File: src/rtl/argon_bus_sequencer_pkg.sv
// Shared types and constants for the bus sequencer: bus IDs, FSM states, captured request
// and the packing of the register-select word.
package argon_bus_sequencer_pkg;

  localparam int unsigned ARGON_WORD_W = 16;
  localparam int unsigned ARGON_OP_W   = 4;
  localparam int unsigned ARGON_REG_W  = 4;

  localparam logic [3:0] ID_REGFILE = 4'h1;
  localparam logic [3:0] ID_ALU     = 4'h2;
  localparam logic [3:0] ID_CTRL    = 4'h3;
  localparam logic [3:0] ID_NONE    = 4'hF;

  localparam int unsigned SEL_RS1_LSB = 0;
  localparam int unsigned SEL_RS2_LSB = 4;
  localparam int unsigned SEL_RD_LSB  = 8;

  typedef enum logic [2:0] {
    StIdle,
    StSel,
    StOp,
    StRdA,
    StRdB,
    StWb
  } seq_state_t;

  typedef struct packed {
    logic [ARGON_OP_W-1:0]  op;
    logic [ARGON_REG_W-1:0] rd;
    logic [ARGON_REG_W-1:0] rs1;
    logic [ARGON_REG_W-1:0] rs2;
    logic                   unary;
    logic                   nowb;
  } seq_req_t;

  function automatic logic [ARGON_WORD_W-1:0] packSelect(seq_req_t req);
    logic [ARGON_WORD_W-1:0] word;
    word = '0;
    word[SEL_RD_LSB  +: ARGON_REG_W] = req.rd;
    word[SEL_RS2_LSB +: ARGON_REG_W] = req.rs2;
    word[SEL_RS1_LSB +: ARGON_REG_W] = req.rs1;
    return word;
  endfunction

endpackage

File: src/rtl/argon_bus_sequencer_if.sv
// Request handshake plus bus ID/strobe bundle between decode (master) and the sequencer (slave).
interface argon_bus_sequencer_if #(
  parameter int unsigned WORD_W = argon_bus_sequencer_pkg::ARGON_WORD_W,
  parameter int unsigned OP_W   = argon_bus_sequencer_pkg::ARGON_OP_W,
  parameter int unsigned REG_W  = argon_bus_sequencer_pkg::ARGON_REG_W
);
  logic              i_req_valid;
  logic              o_req_ready;
  logic [OP_W-1:0]   i_req_op;
  logic [REG_W-1:0]  i_req_rd;
  logic [REG_W-1:0]  i_req_rs1;
  logic [REG_W-1:0]  i_req_rs2;
  logic              i_req_unary;
  logic              i_req_nowb;
  logic              i_bus_valid;
  logic [3:0]        o_read_id;
  logic [3:0]        o_write_id;
  logic [WORD_W-1:0] o_ctrl_data;
  logic              o_ctrl_valid;
  logic              o_selectLatch;
  logic              o_outputA;
  logic              o_outputB;
  logic              o_latchC;
  logic              o_latchA;
  logic              o_latchB;
  logic              o_latchOp;
  logic              o_outputY;
  logic              o_latchF;
  logic              o_outputF;
  logic              o_busy;
  logic              o_done;
  logic              o_err;

  modport master (
    output i_req_valid, i_req_op, i_req_rd, i_req_rs1, i_req_rs2, i_req_unary, i_req_nowb,
    output i_bus_valid,
    input  o_req_ready, o_read_id, o_write_id, o_ctrl_data, o_ctrl_valid,
    input  o_selectLatch, o_outputA, o_outputB, o_latchC, o_latchA, o_latchB, o_latchOp,
    input  o_outputY, o_latchF, o_outputF, o_busy, o_done, o_err
  );

  modport slave (
    input  i_req_valid, i_req_op, i_req_rd, i_req_rs1, i_req_rs2, i_req_unary, i_req_nowb,
    input  i_bus_valid,
    output o_req_ready, o_read_id, o_write_id, o_ctrl_data, o_ctrl_valid,
    output o_selectLatch, o_outputA, o_outputB, o_latchC, o_latchA, o_latchB, o_latchOp,
    output o_outputY, o_latchF, o_outputF, o_busy, o_done, o_err
  );

endinterface

File: src/rtl/argon_bus_sequencer.sv
// Bus micro-sequencer: turns one accepted ALU request into a chain of single-cycle bus
// transfers (select, opcode, operand A, operand B, write-back).
module argon_bus_sequencer
  import argon_bus_sequencer_pkg::*;
(
  input logic                  i_Clk,
  input logic                  i_Reset,
  argon_bus_sequencer_if.slave bus
);

  seq_state_t stateQ;
  seq_req_t   reqQ;
  logic       doneQ;
  logic       errQ;

  always_ff @(posedge i_Clk) begin
    if (i_Reset) begin
      stateQ <= StIdle;
      reqQ   <= '0;
      doneQ  <= 1'b0;
      errQ   <= 1'b0;
    end else begin
      doneQ <= 1'b0;
      errQ  <= 1'b0;
      unique case (stateQ)
        StIdle: begin
          if (bus.i_req_valid) begin
            reqQ <= '{op: bus.i_req_op, rd: bus.i_req_rd, rs1: bus.i_req_rs1,
                      rs2: bus.i_req_rs2, unary: bus.i_req_unary, nowb: bus.i_req_nowb};
            stateQ <= StSel;
          end
        end
        StSel: stateQ <= StOp;
        StOp:  stateQ <= StRdA;
        StRdA: begin
          if (!bus.i_bus_valid) begin
            stateQ <= StIdle;
            errQ   <= 1'b1;
          end else if (reqQ.unary && reqQ.nowb) begin
            stateQ <= StIdle;
            doneQ  <= 1'b1;
          end else begin
            stateQ <= reqQ.unary ? StWb : StRdB;
          end
        end
        StRdB: begin
          if (!bus.i_bus_valid) begin
            stateQ <= StIdle;
            errQ   <= 1'b1;
          end else if (reqQ.nowb) begin
            stateQ <= StIdle;
            doneQ  <= 1'b1;
          end else begin
            stateQ <= StWb;
          end
        end
        StWb: begin
          stateQ <= StIdle;
          if (bus.i_bus_valid) doneQ <= 1'b1;
          else                 errQ  <= 1'b1;
        end
        default: stateQ <= StIdle;
      endcase
    end
  end

  // Destination latches only fire when the source actually put a valid word on the bus.
  always_comb begin
    bus.o_read_id     = ID_NONE;
    bus.o_write_id    = ID_NONE;
    bus.o_ctrl_data   = '0;
    bus.o_ctrl_valid  = 1'b0;
    bus.o_selectLatch = 1'b0;
    bus.o_outputA     = 1'b0;
    bus.o_outputB     = 1'b0;
    bus.o_latchC      = 1'b0;
    bus.o_latchA      = 1'b0;
    bus.o_latchB      = 1'b0;
    bus.o_latchOp     = 1'b0;
    bus.o_outputY     = 1'b0;
    unique case (stateQ)
      StSel: begin
        bus.o_read_id     = ID_CTRL;
        bus.o_write_id    = ID_REGFILE;
        bus.o_ctrl_data   = packSelect(reqQ);
        bus.o_ctrl_valid  = 1'b1;
        bus.o_selectLatch = 1'b1;
      end
      StOp: begin
        bus.o_read_id    = ID_CTRL;
        bus.o_write_id   = ID_ALU;
        bus.o_ctrl_data  = ARGON_WORD_W'(reqQ.op);
        bus.o_ctrl_valid = 1'b1;
        bus.o_latchOp    = 1'b1;
      end
      StRdA: begin
        bus.o_read_id  = ID_REGFILE;
        bus.o_write_id = ID_ALU;
        bus.o_outputA  = 1'b1;
        bus.o_latchA   = bus.i_bus_valid;
      end
      StRdB: begin
        bus.o_read_id  = ID_REGFILE;
        bus.o_write_id = ID_ALU;
        bus.o_outputB  = 1'b1;
        bus.o_latchB   = bus.i_bus_valid;
      end
      StWb: begin
        bus.o_read_id  = ID_ALU;
        bus.o_write_id = ID_REGFILE;
        bus.o_outputY  = 1'b1;
        bus.o_latchC   = bus.i_bus_valid;
      end
      default: ;
    endcase
  end

  assign bus.o_latchF    = 1'b0;
  assign bus.o_outputF   = 1'b0;
  assign bus.o_busy      = (stateQ != StIdle);
  assign bus.o_req_ready = (stateQ == StIdle) && !i_Reset;
  assign bus.o_done      = doneQ;
  assign bus.o_err       = errQ;

endmodule
File: src/flat_wrapper.sv
// flat-port wrapper written by rule: the top's interface ports become plain ports
module argon_bus_sequencer_flat import argon_bus_sequencer_pkg::*;
  (i_Clk, i_Reset, bus_i_req_valid, bus_i_req_op, bus_i_req_rd, bus_i_req_rs1, bus_i_req_rs2, bus_i_req_unary, bus_i_req_nowb, bus_i_bus_valid, bus_o_req_ready, bus_o_read_id, bus_o_write_id, bus_o_ctrl_data, bus_o_ctrl_valid, bus_o_selectLatch, bus_o_outputA, bus_o_outputB, bus_o_latchC, bus_o_latchA, bus_o_latchB, bus_o_latchOp, bus_o_outputY, bus_o_latchF, bus_o_outputF, bus_o_busy, bus_o_done, bus_o_err);
  argon_bus_sequencer_if bus_i ();
  input logic i_Clk;
  input logic i_Reset;
  input wire logic [$bits(bus_i.i_req_valid)-1:0] bus_i_req_valid;
  input wire logic [$bits(bus_i.i_req_op)-1:0] bus_i_req_op;
  input wire logic [$bits(bus_i.i_req_rd)-1:0] bus_i_req_rd;
  input wire logic [$bits(bus_i.i_req_rs1)-1:0] bus_i_req_rs1;
  input wire logic [$bits(bus_i.i_req_rs2)-1:0] bus_i_req_rs2;
  input wire logic [$bits(bus_i.i_req_unary)-1:0] bus_i_req_unary;
  input wire logic [$bits(bus_i.i_req_nowb)-1:0] bus_i_req_nowb;
  input wire logic [$bits(bus_i.i_bus_valid)-1:0] bus_i_bus_valid;
  output wire logic [$bits(bus_i.o_req_ready)-1:0] bus_o_req_ready;
  output wire logic [$bits(bus_i.o_read_id)-1:0] bus_o_read_id;
  output wire logic [$bits(bus_i.o_write_id)-1:0] bus_o_write_id;
  output wire logic [$bits(bus_i.o_ctrl_data)-1:0] bus_o_ctrl_data;
  output wire logic [$bits(bus_i.o_ctrl_valid)-1:0] bus_o_ctrl_valid;
  output wire logic [$bits(bus_i.o_selectLatch)-1:0] bus_o_selectLatch;
  output wire logic [$bits(bus_i.o_outputA)-1:0] bus_o_outputA;
  output wire logic [$bits(bus_i.o_outputB)-1:0] bus_o_outputB;
  output wire logic [$bits(bus_i.o_latchC)-1:0] bus_o_latchC;
  output wire logic [$bits(bus_i.o_latchA)-1:0] bus_o_latchA;
  output wire logic [$bits(bus_i.o_latchB)-1:0] bus_o_latchB;
  output wire logic [$bits(bus_i.o_latchOp)-1:0] bus_o_latchOp;
  output wire logic [$bits(bus_i.o_outputY)-1:0] bus_o_outputY;
  output wire logic [$bits(bus_i.o_latchF)-1:0] bus_o_latchF;
  output wire logic [$bits(bus_i.o_outputF)-1:0] bus_o_outputF;
  output wire logic [$bits(bus_i.o_busy)-1:0] bus_o_busy;
  output wire logic [$bits(bus_i.o_done)-1:0] bus_o_done;
  output wire logic [$bits(bus_i.o_err)-1:0] bus_o_err;
  assign bus_i.i_req_valid = bus_i_req_valid;
  assign bus_i.i_req_op = bus_i_req_op;
  assign bus_i.i_req_rd = bus_i_req_rd;
  assign bus_i.i_req_rs1 = bus_i_req_rs1;
  assign bus_i.i_req_rs2 = bus_i_req_rs2;
  assign bus_i.i_req_unary = bus_i_req_unary;
  assign bus_i.i_req_nowb = bus_i_req_nowb;
  assign bus_i.i_bus_valid = bus_i_bus_valid;
  assign bus_o_req_ready = bus_i.o_req_ready;
  assign bus_o_read_id = bus_i.o_read_id;
  assign bus_o_write_id = bus_i.o_write_id;
  assign bus_o_ctrl_data = bus_i.o_ctrl_data;
  assign bus_o_ctrl_valid = bus_i.o_ctrl_valid;
  assign bus_o_selectLatch = bus_i.o_selectLatch;
  assign bus_o_outputA = bus_i.o_outputA;
  assign bus_o_outputB = bus_i.o_outputB;
  assign bus_o_latchC = bus_i.o_latchC;
  assign bus_o_latchA = bus_i.o_latchA;
  assign bus_o_latchB = bus_i.o_latchB;
  assign bus_o_latchOp = bus_i.o_latchOp;
  assign bus_o_outputY = bus_i.o_outputY;
  assign bus_o_latchF = bus_i.o_latchF;
  assign bus_o_outputF = bus_i.o_outputF;
  assign bus_o_busy = bus_i.o_busy;
  assign bus_o_done = bus_i.o_done;
  assign bus_o_err = bus_i.o_err;
  argon_bus_sequencer u_core (.i_Clk(i_Clk), .i_Reset(i_Reset), .bus(bus_i));
endmodule
File: config.mk
export PLATFORM = sky130hd
export DESIGN_NAME = argon_bus_sequencer_flat
export DESIGN_NICKNAME = d
export VERILOG_FILES = /design/src/rtl/argon_bus_sequencer_pkg.sv /design/src/rtl/argon_bus_sequencer_if.sv /design/src/rtl/argon_bus_sequencer.sv /design/src/flat_wrapper.sv
export SDC_FILE = /design/constraint.sdc
export NUM_CORES = 1
export LEC_CHECK = 0
export CORE_AREA = 10 10 68 70
export CTS_BUF_LIST = sky130_fd_sc_hd__clkbuf_4
export DETAILED_ROUTE_END_ITERATION = 10
export DIE_AREA = 0 0 78 80
export PLACE_DENSITY = 0.73
export SLEW_MARGIN = 10
export SYNTH_ARGS = -nofsm -noshare
export SYNTH_HDL_FRONTEND = slang
export SYNTH_SLANG_ARGS = --single-unit
File: constraint.sdc
create_clock -name i_Clk -period 1.5 [get_ports i_Clk]
set_input_delay 0.225 -clock i_Clk [delete_from_list [all_inputs] [get_ports i_Clk]]
set_output_delay 0.225 -clock i_Clk [all_outputs]
set_load 0.005 [all_outputs]
---- Yosys cells after proc, flatten, opt, wreduce, memory -nomap -nowiden ----
Index checks and enable logic that the tools add are counted.
storage, ports and cells
  output and inout bits ................... 39
  register bits ........................... 23
  ROM bits ................................ 0
  memories kept ........................... 0
  latch bits .............................. 0
  memory bits (writable) .................. 0
cells by class
  shifts and indexed selects .............. 0
  bitwise gates (word level) .............. 1
  divide/modulo/power cells ............... 0
  multiplexer cells ....................... 26
  $lt $le $gt $ge ......................... 0
  $add $sub $neg .......................... 0
  equality and inequality tests ........... 6
  multipliers ............................. 0
  reduce and logical (&&, ||, !) cells .... 12
operators by type and width
  kind                  number
  $pmux W12 S2          1
  $mux W1               16
  $mux W3               5
  $pmux W3 S5           1
  $pmux W4 S3           1
  $pmux W4 S2           1
  $reduce_or A2 Y1      4
  $eq A3 B2 Y1 const B  2
  $eq A3 B3 Y1 const B  2
  $reduce_or A3 Y1      2
  $eq A3 B1 Y1 const B  1
  $logic_not A3 Y1      1
  $pmux W1 S3           1
  $reduce_bool A3 Y1    1
  $logic_and A1 B1 Y1   2
  $ne A2 B2 Y1 const B  1
  $reduce_and A2 Y1     1
  $logic_not A1 Y1      1
  $not A1 Y1            1

---- Logic depth before layout (Yosys ltp) ----
  word-level depth ........................ 4
  mapped depth ............................ 6

---- Worst setup path after synthesis ----
OpenSTA, ideal clock, no wires.
  kind .................................... register -> register
  from .................................... register u_core.stateQ[1]
  to ...................................... register u_core.reqQ[4] in the netlist's numbering
  stages on the path, launching flop included .. 7
  arrival time ............................ 1.298 ns
  setup slack ............................. 0.069 ns
  cell sequence ........................... dfxtp_1 buf_6 or4b_1 buf_6 buf_8 nand2_1 a21oi_1
between the ends
  longest elaborated chain between the ends .. 2
ends and longest elaborated chain
  what                         RTL line                   text
  start: declaration           argon_bus_sequencer.sv:11  seq_state_t stateQ;
  start signal: assignment     argon_bus_sequencer.sv:18  stateQ <= StIdle;
  start signal: assignment     argon_bus_sequencer.sv:30  stateQ <= StSel;
  start signal: assignment     argon_bus_sequencer.sv:33  StSel: stateQ <= StOp;
  $logic_not A3 Y1             argon_bus_sequencer.sv:25  unique case (stateQ)
  $reduce_and A2 Y1 (no line)  -
  end signal: assignment       argon_bus_sequencer.sv:28  reqQ <= '{op: bus.i_req_op, rd: bus.i_req_rd, rs1: bus.i_req_rs1,
  end: declaration             argon_bus_sequencer.sv:12  seq_req_t reqQ;
No other way between the ends.
A chain may end at the register's enable or synchronous reset.

---- Worst setup path in the final report ----
  from .................................... register u_core.stateQ[1]
  to ...................................... output bus_o_write_id[0]
between the ends
  longest elaborated chain between the ends .. 3
  elaborated cells on any way between the ends .. 8
ends and longest elaborated chain
  what                                                            RTL line                   text
  $eq A3 B2 Y1 (tied with other cells)                            argon_bus_sequencer.sv:81  unique case (stateQ)
  $reduce_or A3 Y1 (no line) or $reduce_or A2 Y1 (tied branches)  -
  $pmux W4 S2 (*)                                                 argon_bus_sequencer.sv:81
  end: declaration                                                flat_wrapper.sv:17         output wire logic [$bits(bus_i.o_write_id)-1:0] bus_o_write_id;
Mark *: on every way between the ends. The rest lies on a longest branch, timed or not.

==> metrics.md <==
| Metric | Value |
|---|---|
| PwrDens | `951 nW/um2` |
| Asr flop ratio synth | `0%` |
| Final design utilization | `65.4%` |
| CP bufs+invs | `3` |
| Total number of vias | `1,315` |
| CTS tree | `done` |
| Die Wd | `78 um` |
| Rows | `21` |
| Setup Skew | `8.77 ps` |
| Synth area leader | `dfxtp_1` |
| GRT Util Overall | `12.1%` |
| Core area | `3280 um2` |
| Crit-path cells | `nand2b_1, nor2_1, buf_4, buf_4, nor2_1, dlygate4sd2_1` |
| Largest cells by area after synthesis | `dfxtp_1 39%, nand2_1 12%, a21oi_1 8.5%` |
| Vias per inst | `4.65` |
| Wire per inst | `14.9 um` |
| Initial Util | `35.8%` |
| Ports | `61` |
| Area Growth Syn to Fin | `82.9%` |
| EDFF count, synth | `0` |
| Cell Area, Synth | `1170 um2` |
| # DRC | `0` |
| CP Class | `reg2out` |
| Clock Pin Slew Worst Setup and Hold Paths | `130 ps` |
| Synth warn | `0` |
| Die Y | `80 um` |
| FF+latch count, synth | `23` |
| Clock Sinks | `23` |
| Final setup fails | `49` |
| Most frequent cells after synthesis | `39 x nand2_1, 23 x dfxtp_1, 20 x a21oi_1` |
| Clk root buf | `clkbuf_4` |
| Yosys cell types | `34` |
| Final wirelength | `4210 um` |
| Worst-skew pair later-pin latency | `320 ps` |
| Max cap viols | `0` |
| DR pass1 iterations | `5` |
| Register area share after synthesis | `39.2%` |
| Initial antenna violation count | `0` |
| Routability congestion estimate | `0.749` |
| First-pass GRT wire length | `6240 um` |
| Crit path DAT | `1530 ps` |
| Setup_tns | `-8040 ps` |
| CTS Buffer Depth | `2` |
| Top-count cell post-synth | `nand2_1` |
| Die area | `6240 um2` |
| Max Freq | `569 MHz` |
| Req. time, crit path | `1270 ps` |
| Lkg Pwr | `0.999 nW` |
| Worst VDD drop | `0.423 mV` |
| Ant. Diodes | `0` |
| Layout cells sized above 1 | `44.7%` |
| Syn Area/Cell | `7.83 um2` |
| Grt ovf | `0` |
| CP startpoint kind | `register` |
| Final worst setup slack | `-259 ps` |
| Top cell family by delay on the critical path | `buffers and inverters` |
| Crit. End Element | `output pin` |
| Largest net degree at the start of global routing | `22` |
| RSZ-0062 raised after global routing | `yes` |
| Port Buffers | `54` |
| Status | `finished, violations left` |
| Fin crit share | `117%` |
| Crit-path max FO | `3` |
| Max incr delay on CP | `350 ps` |
| CTS buffer count | `3` |
| Min Clock Period, post-route | `1760 ps` |
| Post-layout nets | `260` |
| Crit path max-delay cell type | `dfxtp_2` |
| Share of Yosys cell area claimed by the top area cell type | `39.2%` |
| Mapped Cells | `150` |
| H-tree depth | `1` |
| Worst hold path type | `in2reg` |
| Failing checks | `negative setup slack` |
| Top FF cell, synth | `dfxtp_1` |
| Fin. max-slew vios | `0` |
| DP Wirelength | `2780 um` |
| Final Hold Viols | `0` |
| Vias in the first global route | `1,293` |
| ANT nets after route | `0` |
| Drt initial violations | `53` |
## logic make-up (layout without fill, tap and decap cells)
| group | count (synthesis) | count (layout) | synth area share [%] |
|---|---|---|---|
| AO/OA/AOI/OAI | 29 | 29 | 15.2 |
| XOR/XNOR | 1 | 1 | 0.746 |
| buffers and inverters | 22 | 104 | 12.5 |
| flip-flops | 23 | 23 | 39.2 |
| other | 1 | 6 | 0.319 |
| AND/OR/NAND/NOR | 74 | 74 | 32.1 |
## state kept, by name (all words and copies together), names as in the netlist
name and cells:
u_core.bus.o_err 1, u_core.reqQ 18, u_core.bus.o_done 1, u_core.stateQ 3
## power breakdown
part           switching, mW  internal [mW]
Combinational          0.418          0.599
Sequential            0.0396          0.671
Clock                  0.194          0.122
Total                  0.652           1.39
## final timing paths
kind	from	to	slack, ps	depth (start not counted)
worst min register to register	u_core.reqQ[2]$_SDFFE_PP0P_	u_core.reqQ[2]$_SDFFE_PP0P_	460	2
worst max register to register	u_core.stateQ[1]$_SDFFE_PP0P_	u_core.reqQ[7]$_SDFFE_PP0P_	-190	7
worst max-delay path	u_core.stateQ[1]$_SDFFE_PP0P_	bus_o_write_id[0]	-260	6
worst min-delay path	bus_i_req_rd[3]	u_core.reqQ[13]$_SDFFE_PP0P_	440	3
## stage by stage
step	hold WS [ps]	worst slack [ps]	power [mW]	cell area (um2)	cells
after floorplan	298	69.3	1.08	1190	155
after global placement	438	-228	1.45	1840	261
after global routing	431	-358	2.17	2150	283
after detailed placement	445	-255	1.46	1840	261
after CTS	453	-237	1.83	1940	276
final	437	-259	2.04	2150	283
## cell type report
class / instances / area [um2]
fill: 291 / 1140
timing repair buffer: 96 / 881
multi-input combinational: 110 / 698
sequential: 23 / 467
tap: 46 / 57.6
clock buffer: 4 / 30.0
inverter: 4 / 15.0
## worst register-to-register path, delay by kind of cell, from the launching register on
family / cells / cell delay, ps
buffers and inverters: 4 / 560
DFF: 1 / 350
and+or+nand+nor: 2 / 620
AOI/OAI and AO/OA: 1 / 60
## per-layer routing
metal  vias to the layer above  global-route usage, %  wire length, um
li1                        658                      -                -
met4                         0                   3.23               31
met3                         4                   6.53              402
met5                         -                      0                0
met1                       609                   11.8             1580
met2                        44                   21.9             2200
## placed cells by master, fill, tap and decap left out, types with 2 or more instances in the layout
master,instances
nand2_2,7
a211oi_1,2
buf_4,27
a21oi_2,4
nand2_1,30
nor2_1,5
conb_1,6
a21oi_1,16
a22o_1,4
inv_1,2
clkbuf_16,2
and2_4,3
clkdlybuf4s50_1,23
inv_2,2
nor3_1,2
dfxtp_1,20
clkdlybuf4s15_2,3
nand2_4,3
buf_6,19
dlygate4sd2_1,4
clkbuf_4,4
and2_1,6
dfxtp_2,2
buf_2,16
## what timing repair did
item | 4_1_cts | 5_1_grt
hold buffers | 0 | 0
gates cloned | 1 | 3
endpoints found under the setup margin | 31 | 50
buffers inserted | 12 | 4
gates resized for setup | 138 | 27
pin swaps | 22 | 7
Power figures use the tool's default switching activity.
